## src/rtl/vram_sync_if.sv

```systemverilog
// vram_sync_if: request/vblank/status signals plus the CPU-facing read port and the
// PPU-facing write port of vram_sync_ctrl. master = controller, slave = environment.
// Ports: i_update_req/i_dirty/i_vblank requests; o_cpu_lock/o_busy/o_done status; o_rd_* / i_rd_data read; o_wr_* write.
interface vram_sync_if #(
  parameter int ADDR_W = 13,
  parameter int DATA_W = 64
);
  logic              i_update_req;
  logic [3:0]        i_dirty;
  logic              i_vblank;
  logic              o_cpu_lock;
  logic              o_busy;
  logic              o_done;
  logic              o_rd_en;
  logic [1:0]        o_rd_seg;
  logic [ADDR_W-1:0] o_rd_addr;
  logic [DATA_W-1:0] i_rd_data;
  logic              o_wr_en;
  logic [1:0]        o_wr_seg;
  logic [ADDR_W-1:0] o_wr_addr;
  logic [DATA_W-1:0] o_wr_data;

  modport master (
    input  i_update_req, i_dirty, i_vblank, i_rd_data,
    output o_cpu_lock, o_busy, o_done,
    output o_rd_en, o_rd_seg, o_rd_addr,
    output o_wr_en, o_wr_seg, o_wr_addr, o_wr_data
  );

  modport slave (
    output i_update_req, i_dirty, i_vblank, i_rd_data,
    input  o_cpu_lock, o_busy, o_done,
    input  o_rd_en, o_rd_seg, o_rd_addr,
    input  o_wr_en, o_wr_seg, o_wr_addr, o_wr_data
  );
endinterface

```

## src/rtl/vram_sync_ctrl.sv

```systemverilog
// vram_sync_ctrl: at vblank after a publish request, copies all enabled VRAM segments
// (tile, pattern, palette, sprite) word by word from the CPU-facing read port to the
// PPU-facing write port, holding the CPU off VRAM from request until done.
// Ports: clk, rst (sync, active high), bus (vram_sync_if.master: requests, status, rd/wr ports).
// Optional macro VRAM_SYNC_SKIP_EN: i_dirty selects the copied segments; otherwise all four are copied.
module vram_sync_ctrl #(
  parameter int ADDR_W     = 13,
  parameter int DATA_W     = 64,
  parameter int RD_LAT     = 1,
  parameter int SEG0_DEPTH = 2048,
  parameter int SEG1_DEPTH = 4096,
  parameter int SEG2_DEPTH = 32,
  parameter int SEG3_DEPTH = 64
) (
  input logic       clk,
  input logic       rst,
  vram_sync_if.master bus
);

  typedef enum logic [2:0] {IDLE, ARMED, COPY, DRAIN, DONE} state_t;

  typedef struct packed {
    logic              en;
    logic [1:0]        seg;
    logic [ADDR_W-1:0] addr;
  } rd_cmd_t;

  state_t            state;
  logic              pend;
  logic [1:0]        drain_cnt;
  logic              rd_en;
  logic [1:0]        rd_seg;
  logic [ADDR_W-1:0] rd_addr;
  logic              busy;
  logic              lock;
  logic              done;
  rd_cmd_t           pipe [RD_LAT];
  logic [3:0]        act_mask;    // mask of the copy that is armed or running
  logic [3:0]        start_mask;  // mask a vblank accepted this cycle would copy

  function automatic logic [ADDR_W-1:0] seg_last(input logic [1:0] s);
    case (s)
      2'd0:    return ADDR_W'(SEG0_DEPTH - 1);
      2'd1:    return ADDR_W'(SEG1_DEPTH - 1);
      2'd2:    return ADDR_W'(SEG2_DEPTH - 1);
      default: return ADDR_W'(SEG3_DEPTH - 1);
    endcase
  endfunction

  // Lowest enabled segment at or above 'from'; bit 2 set means no segment left.
  function automatic logic [2:0] next_seg(input logic [3:0] m, input logic [2:0] from);
    logic [2:0] r;
    r = 3'b100;
    for (int s = 3; s >= 0; s--)
      if (m[s] && (3'(s) >= from)) r = 3'(s);
    return r;
  endfunction

`ifdef VRAM_SYNC_SKIP_EN
  logic [3:0] mask;
  logic [3:0] pend_mask;

  always_comb begin
    start_mask = mask;
    if (state == IDLE)
      start_mask = bus.i_dirty;
    else if (bus.i_update_req)
      start_mask = mask | bus.i_dirty;
  end

  always_ff @(posedge clk) begin
    if (rst) begin
      mask      <= '0;
      pend_mask <= '0;
    end else begin
      case (state)
        IDLE:        if (bus.i_update_req) mask <= bus.i_dirty;
        ARMED:       if (bus.i_update_req) mask <= mask | bus.i_dirty;
        COPY, DRAIN: if (bus.i_update_req) pend_mask <= pend_mask | bus.i_dirty;
        DONE: begin
          // A request arriving in DONE joins the pending one for the re-armed copy.
          mask      <= pend_mask | (bus.i_update_req ? bus.i_dirty : 4'b0000);
          pend_mask <= '0;
        end
        default: ;
      endcase
    end
  end

  assign act_mask = mask;
`else
  logic unused_dirty;
  assign unused_dirty = ^bus.i_dirty;
  assign start_mask   = 4'hF;
  assign act_mask     = 4'hF;
`endif

  logic       go;
  logic [2:0] first_seg;
  logic [2:0] adv_seg;
  logic       last_in_seg;

  assign go          = bus.i_vblank && ((state == ARMED) || (state == IDLE && bus.i_update_req));
  assign first_seg   = next_seg(start_mask, 3'd0);
  assign adv_seg     = next_seg(act_mask, {1'b0, rd_seg} + 3'd1);
  assign last_in_seg = (rd_addr == seg_last(rd_seg));

  always_ff @(posedge clk) begin
    if (rst) begin
      state     <= IDLE;
      pend      <= 1'b0;
      drain_cnt <= '0;
      rd_en     <= 1'b0;
      rd_seg    <= '0;
      rd_addr   <= '0;
      busy      <= 1'b0;
      lock      <= 1'b0;
      done      <= 1'b0;
    end else begin
      done <= 1'b0;
      case (state)
        IDLE: begin
          if (bus.i_update_req) begin
            state <= ARMED;
            lock  <= 1'b1;
          end
        end
        ARMED: ;
        COPY: begin
          if (bus.i_update_req) pend <= 1'b1;
          if (!last_in_seg) begin
            rd_addr <= rd_addr + 1'b1;
          end else if (!adv_seg[2]) begin
            rd_seg  <= adv_seg[1:0];
            rd_addr <= '0;
          end else begin
            // Last read issued: wait RD_LAT cycles for its write to leave the pipe.
            state     <= DRAIN;
            rd_en     <= 1'b0;
            rd_seg    <= '0;
            rd_addr   <= '0;
            drain_cnt <= 2'(RD_LAT - 1);
          end
        end
        DRAIN: begin
          if (bus.i_update_req) pend <= 1'b1;
          if (drain_cnt == 2'd0) begin
            state <= DONE;
            busy  <= 1'b0;
            done  <= 1'b1;
          end else begin
            drain_cnt <= drain_cnt - 1'b1;
          end
        end
        DONE: begin
          pend <= 1'b0;
          if (pend || bus.i_update_req) begin
            state <= ARMED;
          end else begin
            state <= IDLE;
            lock  <= 1'b0;
          end
        end
        default: state <= IDLE;
      endcase

      if (go) begin
        lock <= 1'b1;
        if (first_seg[2]) begin
          // Nothing to copy: publish completes immediately.
          state <= DONE;
          done  <= 1'b1;
        end else begin
          state   <= COPY;
          busy    <= 1'b1;
          rd_en   <= 1'b1;
          rd_seg  <= first_seg[1:0];
          rd_addr <= '0;
        end
      end
    end
  end

  // Read command delayed by RD_LAT so it lines up with the returning read data.
  always_ff @(posedge clk) begin
    if (rst) begin
      for (int i = 0; i < RD_LAT; i++) pipe[i] <= '0;
    end else begin
      pipe[0] <= '{en: rd_en, seg: rd_seg, addr: rd_addr};
      for (int i = 1; i < RD_LAT; i++) pipe[i] <= pipe[i-1];
    end
  end

  rd_cmd_t wr_cmd;
  assign wr_cmd = pipe[RD_LAT-1];

  assign bus.o_cpu_lock = lock;
  assign bus.o_busy     = busy;
  assign bus.o_done     = done;
  assign bus.o_rd_en    = rd_en;
  assign bus.o_rd_seg   = rd_seg;
  assign bus.o_rd_addr  = rd_addr;
  assign bus.o_wr_en    = wr_cmd.en;
  assign bus.o_wr_seg   = wr_cmd.seg;
  assign bus.o_wr_addr  = wr_cmd.addr;
  assign bus.o_wr_data  = wr_cmd.en ? bus.i_rd_data : '0;

endmodule

```

## src/flat_wrapper.sv

```systemverilog
// flat-port wrapper written by rule: the top's interface ports become plain ports
module vram_sync_ctrl_flat 
#(
  parameter int ADDR_W     = 13,
  parameter int DATA_W     = 64,
  parameter int RD_LAT     = 1,
  parameter int SEG0_DEPTH = 2048,
  parameter int SEG1_DEPTH = 4096,
  parameter int SEG2_DEPTH = 32,
  parameter int SEG3_DEPTH = 64
)
  (clk, rst, bus_i_update_req, bus_i_dirty, bus_i_vblank, bus_i_rd_data, bus_o_cpu_lock, bus_o_busy, bus_o_done, bus_o_rd_en, bus_o_rd_seg, bus_o_rd_addr, bus_o_wr_en, bus_o_wr_seg, bus_o_wr_addr, bus_o_wr_data);
  vram_sync_if #(.ADDR_W(ADDR_W), .DATA_W(DATA_W)) bus_i ();
  input logic clk;
  input logic rst;
  input wire logic [$bits(bus_i.i_update_req)-1:0] bus_i_update_req;
  input wire logic [$bits(bus_i.i_dirty)-1:0] bus_i_dirty;
  input wire logic [$bits(bus_i.i_vblank)-1:0] bus_i_vblank;
  input wire logic [$bits(bus_i.i_rd_data)-1:0] bus_i_rd_data;
  output wire logic [$bits(bus_i.o_cpu_lock)-1:0] bus_o_cpu_lock;
  output wire logic [$bits(bus_i.o_busy)-1:0] bus_o_busy;
  output wire logic [$bits(bus_i.o_done)-1:0] bus_o_done;
  output wire logic [$bits(bus_i.o_rd_en)-1:0] bus_o_rd_en;
  output wire logic [$bits(bus_i.o_rd_seg)-1:0] bus_o_rd_seg;
  output wire logic [$bits(bus_i.o_rd_addr)-1:0] bus_o_rd_addr;
  output wire logic [$bits(bus_i.o_wr_en)-1:0] bus_o_wr_en;
  output wire logic [$bits(bus_i.o_wr_seg)-1:0] bus_o_wr_seg;
  output wire logic [$bits(bus_i.o_wr_addr)-1:0] bus_o_wr_addr;
  output wire logic [$bits(bus_i.o_wr_data)-1:0] bus_o_wr_data;
  assign bus_i.i_update_req = bus_i_update_req;
  assign bus_i.i_dirty = bus_i_dirty;
  assign bus_i.i_vblank = bus_i_vblank;
  assign bus_i.i_rd_data = bus_i_rd_data;
  assign bus_o_cpu_lock = bus_i.o_cpu_lock;
  assign bus_o_busy = bus_i.o_busy;
  assign bus_o_done = bus_i.o_done;
  assign bus_o_rd_en = bus_i.o_rd_en;
  assign bus_o_rd_seg = bus_i.o_rd_seg;
  assign bus_o_rd_addr = bus_i.o_rd_addr;
  assign bus_o_wr_en = bus_i.o_wr_en;
  assign bus_o_wr_seg = bus_i.o_wr_seg;
  assign bus_o_wr_addr = bus_i.o_wr_addr;
  assign bus_o_wr_data = bus_i.o_wr_data;
  vram_sync_ctrl #(.ADDR_W(ADDR_W), .DATA_W(DATA_W), .RD_LAT(RD_LAT), .SEG0_DEPTH(SEG0_DEPTH), .SEG1_DEPTH(SEG1_DEPTH), .SEG2_DEPTH(SEG2_DEPTH), .SEG3_DEPTH(SEG3_DEPTH)) u_core (.clk(clk), .rst(rst), .bus(bus_i));
endmodule
```

## config.mk

```make
export PLATFORM = sky130hd
export DESIGN_NAME = vram_sync_ctrl_flat
export DESIGN_NICKNAME = d
export VERILOG_FILES = /design/src/rtl/vram_sync_if.sv /design/src/rtl/vram_sync_ctrl.sv /design/src/flat_wrapper.sv
export SDC_FILE = /design/constraint.sdc
export NUM_CORES = 1
export LEC_CHECK = 0
export CAP_MARGIN = 20
export CORE_ASPECT_RATIO = 0.8
export CORE_MARGIN = 4
export CORE_UTILIZATION = 33
export CTS_CLUSTER_DIAMETER = 120
export DETAILED_ROUTE_END_ITERATION = 16
export PLACE_DENSITY_LB_ADDON = 0.3
export SKIP_CTS_REPAIR_TIMING = 1
export SLEW_MARGIN = 5
export SYNTH_ARGS = -nofsm -noshare
export SYNTH_HDL_FRONTEND = slang
export SYNTH_SLANG_ARGS = --single-unit
```

## constraint.sdc

```tcl
create_clock -name clk -period 2.9 [get_ports clk]
set_clock_uncertainty 0.15 [all_clocks]
set_input_delay 0.435 -clock clk [delete_from_list [all_inputs] [get_ports clk]]
set_output_delay 0.435 -clock clk [all_outputs]
set_load 0.005 [all_outputs]
```

==> impl_metrics.env <==
export IMPL_firstDrtPassIters=4
export IMPL_pwr_share_clk=0.286
export IMPL_cp_endpoint="u_core.drain_cnt[0]$_SDFFE_PP0P_"
export IMPL_regArea_um2=821
export IMPL_n_fill_cell=547
export IMPL_pre_cts_slack_ps=468
export IMPL_clockRootBuffer="clkbuf_8"
export IMPL_seq_area_frac_synth=0.376
export IMPL_core_um2=6410
export IMPL_outcome="finished, final reports clean"
export IMPL_setup_violations=0
export IMPL_nets=508
export IMPL_timing_fmax_mhz=411
export IMPL_synth_area_top_cells="dfxtp_1 (38%), and2_1 (19%), ha_1 (4.6%), nor2b_1 (3.2%), nand2_1 (2.4%)"
export IMPL_tritoncts="yes"
export IMPL_wl_per_cell_um=15.8
export IMPL_start_kind="flop"
export IMPL_combinationalPowerShare=0.243
export IMPL_worst_endpoint_required_ps=2900
export IMPL_synth_area_leader_cell="dfxtp_1"
export IMPL_yosys_area_top_type_share=0.376
export IMPL_slew_violations=0
export IMPL_r2r_end="u_core.drain_cnt[0]$_SDFFE_PP0P_"
export IMPL_intPower_uw=946
export IMPL_die_width_um=99.0
export IMPL_avgViaCountPerCell=4.73
export IMPL_die_y_um=80.8
export IMPL_numCtsBuffers=5
export IMPL_htreeDepth=2
export IMPL_ir_drop_uv=268
export IMPL_power_density_nw_per_um2=316
export IMPL_power_total_uw=1270
export IMPL_rsz0062_at_grt="no"
export IMPL_r2r_start="u_core.bus.o_rd_seg[0]$_SDFFE_PP0P_"
export IMPL_dieArea_um2=7990
export IMPL_p_leak_uw=0.00146
export IMPL_hold_path_class="flop to flop"
export IMPL_rows=26
export IMPL_clock_path_buffers=2
export IMPL_first_global_vias=2210
export IMPL_drive_above_1_share=0.0513
export IMPL_r2r_cells=6
export IMPL_overflow=0
export IMPL_worstSetupStartpoint="u_core.bus.o_rd_seg[0]$_SDFFE_PP0P_"
export IMPL_clkSinkCount=41
export IMPL_dpl_instance_area_um2=3950
export IMPL_tns_ps=0
export IMPL_syn_area_per_cell_um2=8.34
export IMPL_crit_path_end_kind="flop"
export IMPL_clk_latency_ps=290
export IMPL_layout_setup_ws_ps=470
export IMPL_yosys_warnings=0
export IMPL_num_vias=2428
export IMPL_num_antenna_cells=0
export IMPL_netlist_area_um2=2180
export IMPL_syn_num_nets=342
export IMPL_maxSlewHeadroom=0.632
export IMPL_setup_worst_path_class="flop to flop"
export IMPL_grt_pass1_wl_um=12000
export IMPL_crit_arrival_ps=2430
export IMPL_grt_usage=0.188
export IMPL_fin_area_um2=4030
export IMPL_whs_ps=316
export IMPL_gp_congestion=0.776
export IMPL_path_clk_slew_ps=80
export IMPL_switchingPower_uw=325
export IMPL_dp_hpwl_um=6640
export IMPL_synth_seq_cells=41
export IMPL_finalHoldViolations=0
export IMPL_area_growth_pct=84.4
export IMPL_layout_common_cells="clkdlybuf4s50_1 (166), and2_1 (65), dfxtp_1 (41), nand2_1 (14), nor2_1 (13)"
export IMPL_antenna_found_initial=0
export IMPL_syn_instance_count=262
export IMPL_ys_types=41
export IMPL_initial_core_util=0.341
export IMPL_ant_nets=0
export IMPL_final_common_cell="clkdlybuf4s50_1"
export IMPL_netSwitchingFraction=0.256
export IMPL_multiInputGateArea_um2=1260
export IMPL_grt_max_degree=34
export IMPL_wirelength_um=8120
export IMPL_portBuffers=166
export IMPL_drt_initial_drc_count=67
export IMPL_maxCapViolations=0
export IMPL_fin_crit_ps=2430
export IMPL_r2r_slack_ps=470
export IMPL_p_seq_frac=0.471
export IMPL_cp_max_fo=7
export IMPL_drc=0
export IMPL_min_period_over_period=0.838
export IMPL_ioPinCount=171
export IMPL_worst_pin_slew_ps=549
through the flow:
stage,util,cells
finish,0.629,513
global route,0.629,513
CTS,0.629,513
detailed placement,0.616,505
global placement,0.616,505
floorplan,-,262
cells by family after synthesis:
logic type	share of synthesized area
compound gates	0.113
xor+xnor	0.0321
fa+ha+maj	0.0458
buf+inv	0.0487
flops	0.376
mux	0.00974
simple gates	0.375
Yosys cell counts:
cell / n
a2111oi_0: 1
a211oi_1: 5
a211oi_2: 2
a21boi_0: 1
a21oi_1: 8
a221oi_1: 2
and2_1: 65
buf_2: 1
buf_6: 1
clkbuf_1: 13
dfxtp_1: 41
ha_1: 8
inv_1: 11
mux2_2: 1
mux2i_1: 1
nand2_1: 14
nand3_1: 5
nand4_1: 3
nor2_1: 13
nor2b_1: 11
nor3_1: 10
nor3b_1: 1
nor4_1: 3
nor4bb_1: 1
o211a_1: 1
o211ai_1: 2
o21a_1: 1
o21ai_0: 7
o21ai_1: 1
o22ai_1: 3
o31ai_1: 1
o41a_1: 1
or2_2: 1
or3_1: 6
or3b_1: 1
or3b_2: 1
or4_1: 4
or4_4: 1
or4b_2: 1
xnor2_1: 5
xor2_1: 3
worst max-delay path: stages (launching register included):
cell and delay, ps:
dfxtp_1 450, inv_1 140, ha_1 240, xnor2_1 120
or4_1 530, a211oi_1 500, o22ai_1 160
power by group through the flow:
stage / sequential, uW / combinational (uW) / clock, uW
3_3_place_gp: 612 / 305 / 0
3_5_place_dp: 612 / 310 / 0
5_1_grt: 602 / 335 / 400
2_1_floorplan: 606 / 111 / 0
6_report: 599 / 309 / 363
4_1_cts: 599 / 312 / 372
per-layer routing:
layer	GRT usage	wire (um)	up-vias
li1	-	-	1217
met3	0.0455	640	4
met1	0.254	3560	1111
met2	0.302	3830	96
met5	0	0	-
met4	0.0477	87	0
cell type report:
class	instances	area share
repair buffers	174	0.427
multi-input cells	195	0.312
flip-flops and latches	41	0.204
well taps	84	0.0261
clock buffers	6	0.0180
inverters	11	0.0102
clock inverters	2	0.00248
flip-flops by register name, summed over array words and instances, names as in the netlist, 2 cells and up:
signal                cells
u_core.pipe              16
u_core.bus.o_rd_seg       2
u_core.state              3
u_core.drain_cnt          2
u_core.bus.o_rd_addr     13
how the worst min path moves through the flow:
stage,from,endpoint,slack [ps],depth (start not counted)
2_1_floorplan,u_core.bus.o_rd_en$_SDFFE_PP0P_,u_core.pipe[0][15]$_SDFF_PP0_,300,2
3_3_place_gp,u_core.bus.o_rd_en$_SDFFE_PP0P_,u_core.pipe[0][15]$_SDFF_PP0_,300,2
3_5_place_dp,u_core.bus.o_rd_en$_SDFFE_PP0P_,u_core.pipe[0][15]$_SDFF_PP0_,310,2
4_1_cts,u_core.bus.o_rd_en$_SDFFE_PP0P_,u_core.pipe[0][15]$_SDFF_PP0_,320,2
5_1_grt,u_core.bus.o_rd_en$_SDFFE_PP0P_,u_core.pipe[0][15]$_SDFF_PP0_,340,2
6_report,u_core.bus.o_rd_en$_SDFFE_PP0P_,u_core.pipe[0][15]$_SDFF_PP0_,320,2
(Power assumes the default switching activity.)
